--- config.mk ---
export PLATFORM = sky130hd
export DESIGN_NAME = bsg_link_upstream_sched
export DESIGN_NICKNAME = d
export VERILOG_FILES = /design/src/rtl/bsg_link_sched_pkg.sv /design/src/rtl/bsg_link_rr_arb.sv /design/src/rtl/bsg_link_upstream_sched.sv
export SDC_FILE = /design/constraint.sdc
export NUM_CORES = 1
export LEC_CHECK = 0
export ABC_AREA = 1
export CAP_MARGIN = 0
export CELL_PAD_IN_SITES_DETAIL_PLACEMENT = 0
export CELL_PAD_IN_SITES_GLOBAL_PLACEMENT = 2
export CORE_UTILIZATION = 16
export DETAILED_ROUTE_END_ITERATION = 10
export PLACE_DENSITY_LB_ADDON = 0.1
export SETUP_SLACK_MARGIN = 0.02
export SLEW_MARGIN = 15
export SYNTH_ARGS = -nofsm -noshare
export SYNTH_HDL_FRONTEND = slang
export SYNTH_SLANG_ARGS = --single-unit
--- constraint.sdc ---
create_clock -name clk -period 3.2 [get_ports clk]
set_input_delay 0.96 -clock clk [delete_from_list [all_inputs] [get_ports clk]]
set_output_delay 0.96 -clock clk [all_outputs]
set_load 0.01 [all_outputs]
--- src/rtl/bsg_link_sched_pkg.sv ---
// Shared types and helpers for the upstream link scheduler.
package bsg_link_sched_pkg;

  typedef enum logic [1:0] {
    ST_INIT  = 2'd0,
    ST_RUN   = 2'd1,
    ST_DRAIN = 2'd2
  } state_e;

  localparam int unsigned DEFAULT_MAX_CREDITS = 16;
  localparam int unsigned DEFAULT_TOKEN_WORTH = 8;

  function automatic int unsigned credit_w(input int unsigned max_credits);
    return $clog2(max_credits + 1);
  endfunction

endpackage

--- src/rtl/bsg_link_rr_arb.sv ---
// Round-robin picker: first asserted request strictly after ptr_i, wrapping.
module bsg_link_rr_arb #(
  parameter int unsigned NUM_REQ = 4,
  parameter int unsigned IDX_W   = $clog2(NUM_REQ)
) (
  input  logic [NUM_REQ-1:0] req_i,
  input  logic [IDX_W-1:0]   ptr_i,
  output logic [NUM_REQ-1:0] grant_o,
  output logic [IDX_W-1:0]   idx_o,
  output logic               v_o
);

  always_comb begin
    int unsigned j;
    j       = 0;
    grant_o = '0;
    idx_o   = '0;
    v_o     = 1'b0;
    for (int unsigned off = 1; off <= NUM_REQ; off++) begin
      j = (32'(ptr_i) + off) % NUM_REQ;
      if (!v_o && req_i[j]) begin
        v_o        = 1'b1;
        grant_o[j] = 1'b1;
        idx_o      = IDX_W'(j);
      end
    end
  end

endmodule

--- src/rtl/bsg_link_upstream_sched.sv ---
// Credit-gated round-robin scheduler for one upstream link channel.
// Optional BSG_LINK_SCHED_STATS_EN adds sent/stall counters.
module bsg_link_upstream_sched
  import bsg_link_sched_pkg::*;
#(
  parameter int unsigned NUM_REQ     = 4,
  parameter int unsigned WIDTH       = 64,
  parameter int unsigned MAX_CREDITS = DEFAULT_MAX_CREDITS,
  parameter int unsigned TOKEN_WORTH = DEFAULT_TOKEN_WORTH,
  parameter int unsigned INIT_CYCLES = 4,
  localparam int unsigned CREDIT_W   = credit_w(MAX_CREDITS)
) (
  input  logic                     clk,
  input  logic                     rst,
  input  logic [NUM_REQ-1:0]       req_v_i,
  input  logic [NUM_REQ*WIDTH-1:0] req_data_i,
  output logic [NUM_REQ-1:0]       req_ready_o,
  output logic                     out_v_o,
  output logic [WIDTH-1:0]         out_data_o,
  input  logic                     out_ready_i,
  input  logic                     token_i,
  input  logic                     flush_i,
  output logic                     drained_o,
  output logic [CREDIT_W-1:0]      credit_o,
`ifdef BSG_LINK_SCHED_STATS_EN
  output logic [31:0]              sent_cnt_o,
  output logic [31:0]              stall_cnt_o,
`endif
  output logic                     err_o
);

  localparam int unsigned IDX_W  = $clog2(NUM_REQ);
  localparam int unsigned SUM_W  = CREDIT_W + 1;
  localparam int unsigned INIT_W = $clog2(INIT_CYCLES + 1);

  state_e                state_q, state_d;
  logic [INIT_W-1:0]     init_cnt_q, init_cnt_d;
  logic [IDX_W-1:0]      rr_ptr_q, rr_ptr_d;
  logic                  out_v_q, out_v_d;
  logic [WIDTH-1:0]      out_data_q, out_data_d;
  logic [CREDIT_W-1:0]   credit_q, credit_d;
  logic                  err_q, err_d;
  logic                  drained_q, drained_d;
  logic [SUM_W-1:0]      credit_sum;

  logic [NUM_REQ-1:0]    arb_grant;
  logic [IDX_W-1:0]      arb_idx;
  logic                  arb_v;
  logic                  grant_en;
  logic                  accept;

  bsg_link_rr_arb #(
    .NUM_REQ (NUM_REQ),
    .IDX_W   (IDX_W)
  ) u_arb (
    .req_i   (req_v_i),
    .ptr_i   (rr_ptr_q),
    .grant_o (arb_grant),
    .idx_o   (arb_idx),
    .v_o     (arb_v)
  );

  // A grant needs RUN, a credit, and room in the output register this cycle.
  assign grant_en    = (state_q == ST_RUN) && (credit_q != '0) && (!out_v_q || out_ready_i);
  assign accept      = grant_en && arb_v;
  assign req_ready_o = grant_en ? arb_grant : '0;

  always_comb begin
    state_d    = state_q;
    init_cnt_d = init_cnt_q;
    rr_ptr_d   = rr_ptr_q;
    out_v_d    = out_v_q;
    out_data_d = out_data_q;
    err_d      = err_q;

    case (state_q)
      ST_INIT: begin
        init_cnt_d = init_cnt_q + INIT_W'(1);
        if (init_cnt_q == INIT_W'(INIT_CYCLES - 1))
          state_d = flush_i ? ST_DRAIN : ST_RUN;
      end
      ST_RUN:   if (flush_i)  state_d = ST_DRAIN;
      ST_DRAIN: if (!flush_i) state_d = ST_RUN;
      default:  state_d = ST_INIT;
    endcase

    if (accept) begin
      out_v_d    = 1'b1;
      out_data_d = req_data_i[32'(arb_idx)*WIDTH +: WIDTH];
      rr_ptr_d   = arb_idx;
    end else if (out_v_q && out_ready_i) begin
      out_v_d    = 1'b0;
      out_data_d = '0;
    end

    // Grant and token net out in one update; overflow saturates and latches err.
    credit_sum = SUM_W'(credit_q) - SUM_W'(accept) + (token_i ? SUM_W'(TOKEN_WORTH) : SUM_W'(0));
    credit_d   = credit_sum[CREDIT_W-1:0];
    if (credit_sum > SUM_W'(MAX_CREDITS)) begin
      credit_d = CREDIT_W'(MAX_CREDITS);
      err_d    = 1'b1;
    end

    drained_d = (state_d == ST_DRAIN) && (credit_d == CREDIT_W'(MAX_CREDITS)) && !out_v_d;
  end

  always_ff @(posedge clk or posedge rst) begin
    if (rst) begin
      state_q    <= ST_INIT;
      init_cnt_q <= '0;
      rr_ptr_q   <= IDX_W'(NUM_REQ - 1);
      out_v_q    <= 1'b0;
      out_data_q <= '0;
      credit_q   <= CREDIT_W'(MAX_CREDITS);
      err_q      <= 1'b0;
      drained_q  <= 1'b0;
    end else begin
      state_q    <= state_d;
      init_cnt_q <= init_cnt_d;
      rr_ptr_q   <= rr_ptr_d;
      out_v_q    <= out_v_d;
      out_data_q <= out_data_d;
      credit_q   <= credit_d;
      err_q      <= err_d;
      drained_q  <= drained_d;
    end
  end

  assign out_v_o    = out_v_q;
  assign out_data_o = out_data_q;
  assign credit_o   = credit_q;
  assign err_o      = err_q;
  assign drained_o  = drained_q;

`ifdef BSG_LINK_SCHED_STATS_EN
  logic [31:0] sent_cnt_q, stall_cnt_q;

  always_ff @(posedge clk or posedge rst) begin
    if (rst) begin
      sent_cnt_q  <= '0;
      stall_cnt_q <= '0;
    end else begin
      if (out_v_q && out_ready_i)
        sent_cnt_q <= sent_cnt_q + 32'd1;
      if ((state_q == ST_RUN) && (|req_v_i) && (credit_q == '0))
        stall_cnt_q <= stall_cnt_q + 32'd1;
    end
  end

  assign sent_cnt_o  = sent_cnt_q;
  assign stall_cnt_o = stall_cnt_q;
`endif

endmodule

==> metrics, run 1 <==
clock root buffer=clkbuf_16; Synth Cell Area=approximately 0.0058 sq mm; startpoint types=flop; status=complete, no violations; dpl hpwl=roughly 22000 um; Core Footprint=between 0.03 and 0.04 sq mm; crit-path max FO=4; final slew viol count=0; Via density=4.13; Bufs on Longest Clock Path=2; Synth area leaders=dfrtp_1, nand2_1, nand3_1; EDFF count, synth=0; Final ANT Viol Nets=0; FILL cells=about 4k; Pwr Total=around 0.011 W; Final Skew=around 0.007 ns; CP Capture Type=output port; cell taking the most area after synthesis=dfrtp_1; ys flop type=dfrtp_1; I/O pins=between 300 and 400; TritonCTS clock tree=built; Crit Path Category=flop to output port; number of synthesized register bits=79; GP Congestion=~0.75; Tcrit/Tclk final=a little over nine tenths; Syn Inst Count=a little over 900; Site Rows=slightly below 70; first-pass GRT wire length=44100 um; Max-Cap Viols=0; routed wire length=29800 um; gr ovfl total=0; Post-Syn Nets=1204; Slew @ Worst Pin=0.493 ns; Critical Path AT=2.15 ns; ys async rst share=100%; register area share after synthesis=between 30% and 40%; drt first pass iters=4; initial antenna violation count=4; vias=slightly above 7k; Tmin final=between 3 and 4 ns; die width=approximately 190 um; most frequent cell after synthesis=nand2_1; DRT iter0 DRCs=217; DR DRC count=0; Starting Density=16.2%; RSZ-0062 raised after global routing=yes; Layout Nets=~1.6k; Port-buffer cells=340; Synth warnings=0; Die Height=192 um; total die area=approximately 0.037 sq mm; Slew headroom=between 60% and 70%; total power density per cell area=1060 mW/mm^2; clock-pin slew on the worst setup and hold paths=0.06 ns; Final Hold Viols=0; Worst Path Required=approximately 2.2 ns; setup_tns=0 ns; Yosys top cell area share=between 30% and 40%; HP Class=flop to flop; synth cell count leaders=nand2_1, nand3_1, dfrtp_1, buf_2, inv_1; GRT Resource Usage Total=16.1%; area grow syn2layout=85.1%; Synth cell types=28; VDD IR-drop max=between 0.6 and 0.7 mV; H-tree depth=3; vias in the first global route=between 7k and 8k; syn avg cell area=about 6.2 sq um; max frequency=322 MHz; final setup fails=0; largest net degree at the start of global routing=56; leakage power=a little under 5 nW; CTS buffer count=9; clock sink total=between 70 and 80; WL/cell=17.1 um; share of cells above drive strength 1=11.4%; worst skew pair latency=roughly 0.36 ns
[worst max-delay path, cell delays in order (launching register included)]
cell      delay (ns)
dfstp_2         0.55
inv_2           0.06
ha_4            0.29
inv_4           0.05
o211ai_1        0.23
nor2_2          0.08
buf_6           0.13
a21oi_2         0.10
o21ai_1         0.08
nand2_1         0.07
inv_1           0.05
buf_6           0.11
[stage by stage]
step | cell area, sq um | cells | hold WS, ns | util (%) | worst slack [ns]
after floorplan | 5820 | 922 | 0.446 | - | 0.0578
after global routing | 10600 | 1743 | 0.500 | 30.0 | -0.0405
after detailed placement | 10100 | 1719 | 0.465 | 28.6 | -0.716
after CTS | 10500 | 1739 | 0.483 | 29.7 | 0.0109
after global placement | 10100 | 1719 | 0.461 | 28.6 | -0.692
final | 10600 | 1745 | 0.480 | 30.0 | 0.0936
[sequential cells by signal (all words and copies together) (netlist names)]
name / count
rr_ptr_q: 2
out_data_o: 64
init_cnt_q: 3
state_q: 2
credit_o: 5
err_o: 1
out_v_o: 1
drained_o: 1
[cells by family (layout without fill, tap and decap cells)]
group | count (synthesis) | in the layout | synth area share [%]
AND/OR/NAND/NOR | 700 | 700 | 51.4
buffers and inverters | 101 | 460 | 7.51
flip-flops | 79 | 79 | 34.4
AO/OA/AOI/OAI | 21 | 21 | 2.24
adder cells (fa/ha/maj) | 17 | 17 | 3.83
XOR/XNOR | 4 | 4 | 0.609
other | 0 | 3 | 0
[report_power, final]
group          leakage (nW)  internal, W  switching (W)
combinational          3.79      0.00348        0.00504
clock                 0.160     0.000687       0.000481
sequential             1.02      0.00139       0.000201
[metal layers]
layer / up-vias / GRT usage, % / part of all wire (%) / routed length [um]
li1: 3687 / - / - / -
met1: 3310 / 18.7 / 42 / 12400
met2: 176 / 28.5 / 50 / 15000
met3: 24 / 4.99 / 6.7 / 2000
met4: 2 / 4.09 / 1.2 / 361
met5: - / 0 / 0.044 / 13
[placed cells by master, fill, tap and decap left out, types with 9 or more instances in the layout]
cell / netlist / final
nand2_1: 431 / 416
clkdlybuf4s50_1: 0 / 332
nand3_1: 247 / 240
dfrtp_1: 76 / 76
buf_4: 1 / 50
inv_1: 35 / 26
ha_1: 16 / 13
buf_12: 0 / 13
nor2_1: 14 / 11
nand2_2: 0 / 10
inv_2: 3 / 9
clkbuf_16: 0 / 9
[what timing repair did]
action	4_1_cts	5_1_grt
buffers inserted	4	3
hold buffers	0	0
pin swaps	7	13
resized for setup	43	33
endpoints found under the setup margin	11	10
endpoints found under the hold margin	0	0
[area by class of cell]
cell class              count  area (sq um)  area share (%)
inverters                  38           150            1.41
clock buffers               9           225            2.12
clock inverters             7          96.3           0.905
flip-flops and latches     79          1980            18.6
diodes                      3          7.51          0.0705
repair buffers            406          4040            38.0
multi-input cells         742          3570            33.5
well taps                 461           577            5.42
[path summary, 6_finish.rpt]
path | depth (start not counted) | from | end | slack (ns)
max | 11 | rr_ptr_q[0] | req_ready_o[3] | 0.09
min | 1 | init_cnt_q[0] | init_cnt_q[0] | 0.48
max reg2reg | 18 | rr_ptr_q[0] | err_o | 0.27
min reg2reg | 1 | init_cnt_q[0] | init_cnt_q[0] | 0.48
max in group asynchronous | 3 | rst | rr_ptr_q[1] | 1.72
min in group asynchronous | 3 | rst | out_data_o[24] | 1.00
Note: power is estimated with default switching activity, not from simulation.
==> run 2, diff against run 1 <==
--- a/config.mk
+++ b/config.mk
@@ -6,10 +6,10 @@
 export NUM_CORES = 1
 export LEC_CHECK = 0
 export ABC_AREA = 1
-export CAP_MARGIN = 0
-export CELL_PAD_IN_SITES_DETAIL_PLACEMENT = 0
-export CELL_PAD_IN_SITES_GLOBAL_PLACEMENT = 2
-export CORE_UTILIZATION = 16
+export CAP_MARGIN = 10
+export CELL_PAD_IN_SITES_DETAIL_PLACEMENT = 1
+export CELL_PAD_IN_SITES_GLOBAL_PLACEMENT = 1
+export CORE_UTILIZATION = 22
 export DETAILED_ROUTE_END_ITERATION = 10
 export PLACE_DENSITY_LB_ADDON = 0.1
 export SETUP_SLACK_MARGIN = 0.02
==> metrics, run 2 (synthesis results as in run 1) <==
Pwr Total=0.0109 W (-3.2%); worst skew pair latency=0.34 ns (-0.02 ns); WL/cell=17.1 um (+0.21%); H-tree depth=3 (unchanged); vias in the first global route=7643 (+2.1%); Layout Cells excl Fill=1603 (-8.1%); GRT Resource Usage Total=20.7% (+4.6 points); Final Skew=0.00998 ns (+0.00286 ns); gr ovfl total=0 (unchanged); startpoint types=flop; clock sink total=79 (unchanged); Reg2Reg Depth=16 (-2); total power density per cell area=1050 mW/mm^2 (-0.79%); clock-pin slew on the worst setup and hold paths=0.06 ns (about the same); R2R setup slack=0.19 ns (-0.08 ns); vias=7362 (+2.3%); CP Capture Type=output port; Port-buffer cells=340 (unchanged); Core Footprint=0.0254 sq mm (-28%); dpl hpwl=20800 um (-6.7%); initial antenna violation count=1 (-3); CP bufs+invs=5 (unchanged); critical-path cell list=inv_4, ha_4, inv_4, o211ai_1, nor2_2, buf_6, buf_6, a21oi_4, a21oi_2, buf_2; share of cells above drive strength 1=11.0% (-0.39 points); Via density=4.59 (+11%); first-pass GRT wire length=42600 um (-3.4%); HP Class=flop to flop; drt first pass iters=4 (unchanged); leakage power=4.92 nW (-0.99%); reg2reg end=err_o; status=complete, no violations; Bufs on Longest Clock Path=2 (unchanged); largest net degree at the start of global routing=66 (+18%); Site Rows=58 (-16%); clock root buffer=clkbuf_16; Worst Path Required=2.24 ns (about the same); final setup fails=0 (unchanged); Reg-to-Reg Start=rr_ptr_q[0]; Inst Count DP=1579 (-8.1%); GP Congestion=0.834 (+11%); Final Hold Viols=0 (unchanged); total die area=0.0268 sq mm (-27%); Post-CTS Hold Buffers=0 (unchanged); Tcrit/Tclk final=97.7% (+0.66 points); Largest register FFs=64 (unchanged); Tmin final=3.13 ns (+0.0210 ns); Critical Path AT=2.17 ns (+0.02 ns); max frequency=320 MHz (-0.67%); commonest non-fill, non-tap cells in the layout=nand2_1, clkdlybuf4s50_1, nand3_1, dfrtp_1, buf_4; die width=164 um (-15%); Max-Cap Viols=0 (unchanged); crit-path max FO=4 (unchanged); DR DRC count=0 (unchanged); DRT iter0 DRCs=277 (+28%); CP max stage cell=dfstp_2; final slew viol count=0 (unchanged); area grow syn2layout=80.6%; TritonCTS clock tree=built; RSZ-0062 raised after global routing=yes; Hold Startpoint=out_data_o[54]; Hold Path Depth=2 (+1); Die Height=164 um (-15%); Final ANT Viol Nets=0 (unchanged); Crit path largest cell delay=0.56 ns (about the same); hold path endpoint=out_data_o[54]; Starting Density=22.6% (+6.4 points); Slew headroom=52.3% (-15 points); I/O pins=341 (unchanged); CTS buffer count=9 (unchanged); Slew @ Worst Pin=0.715 ns (+0.222 ns); routed wire length=27500 um (-7.9%); commonest non-fill, non-tap cell in the layout=nand2_1; Layout Nets=1549 (-0.58%); cell family with most CP delay=flip-flops; VDD IR-drop max=1.57 mV (+130%); Crit Path Category=flop to output port
run 2: cell count changes in the layout (fill, tap and decap cells not counted), moves of 2 or more:
cell        previous run  this run
clkinv_2               2         4
buf_4                 50        39
diode_2                3         1
a21oi_1                4         2
nand2_4                5         3
clkinvlp_4             0         2
clkinv_4               2         0
nand2_2               10        13
run 2: worst reg2reg max path: stages (launching register included):
cell     delay [ns]
dfstp_2        0.56
buf_6          0.21
o21ai_2        0.08
buf_4          0.14
nor2_2         0.14
buf_4          0.15
nand2_2        0.07
o21ai_4        0.16
inv_2          0.07
ha_4           0.16
inv_2          0.05
ha_4           0.13
fa_2           0.44
inv_2          0.07
nand4_1        0.08
a21o_1         0.18
or2_4          0.22
run 2: final cells by class:
| cell class | instances | area, sq um |
|---|---|---|
| clock buffers | 10 | 239 |
| fillers | 3183 | 15000 |
| multi-input cells | 742 | 3550 |
| inverters | 38 | 154 |
| flip-flops and latches | 79 | 1980 |
| diodes | 1 | 2.50 |
| clock inverters | 6 | 60.1 |
| well taps | 330 | 413 |
| repair buffers | 397 | 3980 |
run 2: power by group:
group	leakage, nW	internal [W]	switching [W]	total, W
combinational	3.75	0.00331	0.00494	0.00825
clock	0.144	0.000623	0.000454	0.00108
sequential	1.02	0.00139	0.000200	0.00159
run 2: per-layer routing:
| layer | GRT usage [%] | vias to the layer above | share of wire (%) |
|---|---|---|---|
| li1 | - | 3664 | - |
| met1 | 24.6 | 3453 | 42 |
| met2 | 36.1 | 217 | 49 |
| met3 | 5.87 | 28 | 7.4 |
| met4 | 6.02 | 0 | 1.9 |
| met5 | 0 | - | 0 |
run 2: metrics by stage:
step	hold WS [ns]	setup WS, ns	TNS [ns]	cell area [sq um]	util, %
4_1_cts	0.484	0.0294	0	10300	40.6
6_report	0.480	0.0725	0	10400	40.9
2_1_floorplan	0.446	0.0578	0	5820	-
5_1_grt	0.497	-0.0286	-0.0686	10400	40.9
3_5_place_dp	0.468	-0.727	-10.92	9920	39.1
3_3_place_gp	0.462	-0.655	-8.36	9920	39.1
run 2: how the worst max path moves through the flow:
stage	start	end	slack, ns	cells past startpoint
2_1_floorplan	req_v_i[2]	err_o	0.06	15
3_3_place_gp	req_v_i[2]	req_ready_o[2]	-0.66	11
3_5_place_dp	req_v_i[2]	req_ready_o[3]	-0.73	13
4_1_cts	rr_ptr_q[0]	req_ready_o[0]	0.03	11
5_1_grt	rr_ptr_q[0]	req_ready_o[3]	-0.03	11
6_report	rr_ptr_q[0]	req_ready_o[2]	0.07	10
run 2: timing repair:
action                     4_1_cts  5_1_grt
pin swaps                       12       10
setup endpoints to repair       10       10
resized for setup               56       21
buffers inserted                 5        2
==> run 3, diff against run 2 <==
--- a/config.mk
+++ b/config.mk
@@ -13,6 +13,7 @@
 export DETAILED_ROUTE_END_ITERATION = 10
 export PLACE_DENSITY_LB_ADDON = 0.1
 export SETUP_SLACK_MARGIN = 0.02
+export SKIP_CTS_REPAIR_TIMING = 1
 export SLEW_MARGIN = 15
 export SYNTH_ARGS = -nofsm -noshare
 export SYNTH_HDL_FRONTEND = slang
==> metrics, run 3 (synthesis results as in run 1) <==
status=complete, no violations; clock sink total=79 (unchanged); final slew viol count=0 (unchanged); Site Rows=58 (unchanged); first-pass GRT wire length=42300 um (-0.73%); CP Capture Type=output port; drt first pass iters=5 (+1); largest net degree at the start of global routing=66 (unchanged); WL/cell=17.1 um (about the same); Hold Startpoint=out_data_o[54]; DRT iter0 DRCs=262 (-5.4%); Layout Nets=1546 (-0.19%); startpoint types=input port; Slew @ Worst Pin=0.714 ns (-0.00143 ns); CTS buffer count=9 (unchanged); initial antenna violation count=1 (unchanged); Final Skew=0.0101 ns (+0.0000946 ns); Reg2Reg Depth=18 (+2); Crit path largest cell delay=0.18 ns (-0.38 ns); RSZ-0062 raised after global routing=yes; Final Hold Viols=0 (unchanged); Hold Path Depth=2 (unchanged); crit path launch=req_v_i[1]; Tcrit/Tclk final=98.7% (+0.94 points); Critical Path AT=2.20 ns (+0.03 ns); GRT Resource Usage Total=20.6% (-0.15 points); gr ovfl total=0 (unchanged); most frequent CP cell=nand2_2; Die Height=164 um (unchanged); Bufs on Longest Clock Path=2 (unchanged); total die area=0.0268 sq mm (unchanged); area grow syn2layout=79.5%; H-tree depth=3 (unchanged); critical-path cell list=dlymetal6s2s_1, nand2_2, nand3_1, nand2_2, o211ai_1, nor2_2, buf_4, a21oi_2, o21ai_1, nand2_1, inv_1, clkbuf_2; Starting Density=22.6% (unchanged); Final ANT Viol Nets=0 (unchanged); commonest non-fill, non-tap cells in the layout=nand2_1, clkdlybuf4s50_1, nand3_1, dfrtp_1, buf_4; R2R setup slack=0.26 ns (+0.07 ns); I/O pins=341 (unchanged); max frequency=317 MHz (-0.95%); clock-pin slew on the worst setup and hold paths=0.06 ns (about the same); Reg-to-Reg Start=rr_ptr_q[0]; hold path endpoint=out_data_o[54]; Worst Path Required=2.24 ns (about the same); routed wire length=27400 um (-0.15%); TritonCTS clock tree=built; vias in the first global route=7590 (-0.69%); Port-buffer cells=340 (unchanged); HP Class=flop to flop; reg2reg end=err_o; Largest register FFs=64 (unchanged); crit-path max FO=3 (-1); final setup fails=0 (unchanged); GP Congestion=0.834 (unchanged); share of cells above drive strength 1=9.77% (-1.2 points); cell family with most CP delay=simple AND/OR/NAND/NOR gates; vias=7366 (+0.054%); dpl hpwl=20800 um (unchanged); Hold Worst Slack=0.480 ns (-0.0000150 ns); die width=164 um (unchanged); CP max stage cell=nor2_2; CP bufs+invs=4 (-1); clock root buffer=clkbuf_16; Tmin final=3.16 ns (+0.0301 ns); Via density=4.60 (+0.24%); leakage power=4.92 nW (about the same); Slew headroom=52.4% (+0.095 points); Max-Cap Viols=0 (unchanged); DR DRC count=0 (unchanged); Pwr Total=0.0108 W (-0.93%); commonest non-fill, non-tap cell in the layout=nand2_1; VDD IR-drop max=1.54 mV (-2.1%); Crit Path Category=input port to output port; worst skew pair latency=0.34 ns (about the same); Core Footprint=0.0254 sq mm (unchanged); total power density per cell area=1050 mW/mm^2 (-0.34%)
[run 3: cell count changes in the layout (fill, tap and decap cells not counted), moves of 3 or more]
cell      previous run  this run
buf_2                7         2
buf_6                4         1
clkbuf_2             1         4
nand2_1            415       420
nand2_2             13         8
[run 3: where the power goes]
part / internal, W / switching, W / total (W)
logic: 0.00326 / 0.00489 / 0.00815
clock network: 0.000623 / 0.000453 / 0.00108
registers: 0.00139 / 0.000198 / 0.00159
[run 3: per-layer routing]
metal / vias to the layer above / GRT usage [%] / share of wire (%)
met1: 3471 / 24.5 / 42
met3: 25 / 5.69 / 7.2
li1: 3655 / - / -
met5: - / 0 / 0
met4: 0 / 5.85 / 1.8
met2: 215 / 35.8 / 49
[run 3: worst max-delay path by stage]
stage	to	slack, ns	depth (start not counted)
after floorplan	err_o	0.06	15
after global placement	req_ready_o[2]	-0.66	11
after detailed placement	req_ready_o[3]	-0.73	13
after CTS	req_ready_o[3]	-0.73	13
after global routing	req_ready_o[3]	-0.08	13
final	req_ready_o[3]	0.04	12
[run 3: cell type report]
type | count | area [sq um]
inverter | 38 | 149
fill | 3184 | 15100
clock inverter | 6 | 60.1
sequential | 79 | 1980
multi-input combinational | 742 | 3520
antenna | 1 | 2.50
tap | 330 | 413
timing repair buffer | 394 | 3970
clock buffer | 10 | 239
[run 3: worst min-delay path, delay by kind of cell, from the launching register on]
kind / cells / cell delay, ns
and+or+nand+nor: 2 / 0.10
DFF: 1 / 0.34
[run 3: metrics by stage]
stage / instances / TNS (ns) / setup slack, ns / util [%] / area [sq um]
floorplan: 922 / 0 / 0.0578 / - / 5820
global placement: 1579 / -8.36 / -0.655 / 39.1 / 9920
detailed placement: 1579 / -10.92 / -0.727 / 39.1 / 9920
CTS: 1595 / -3.35 / -0.726 / 40.3 / 10200
global route: 1600 / -0.189 / -0.0836 / 40.7 / 10300
finish: 1600 / 0 / 0.0424 / 40.7 / 10300
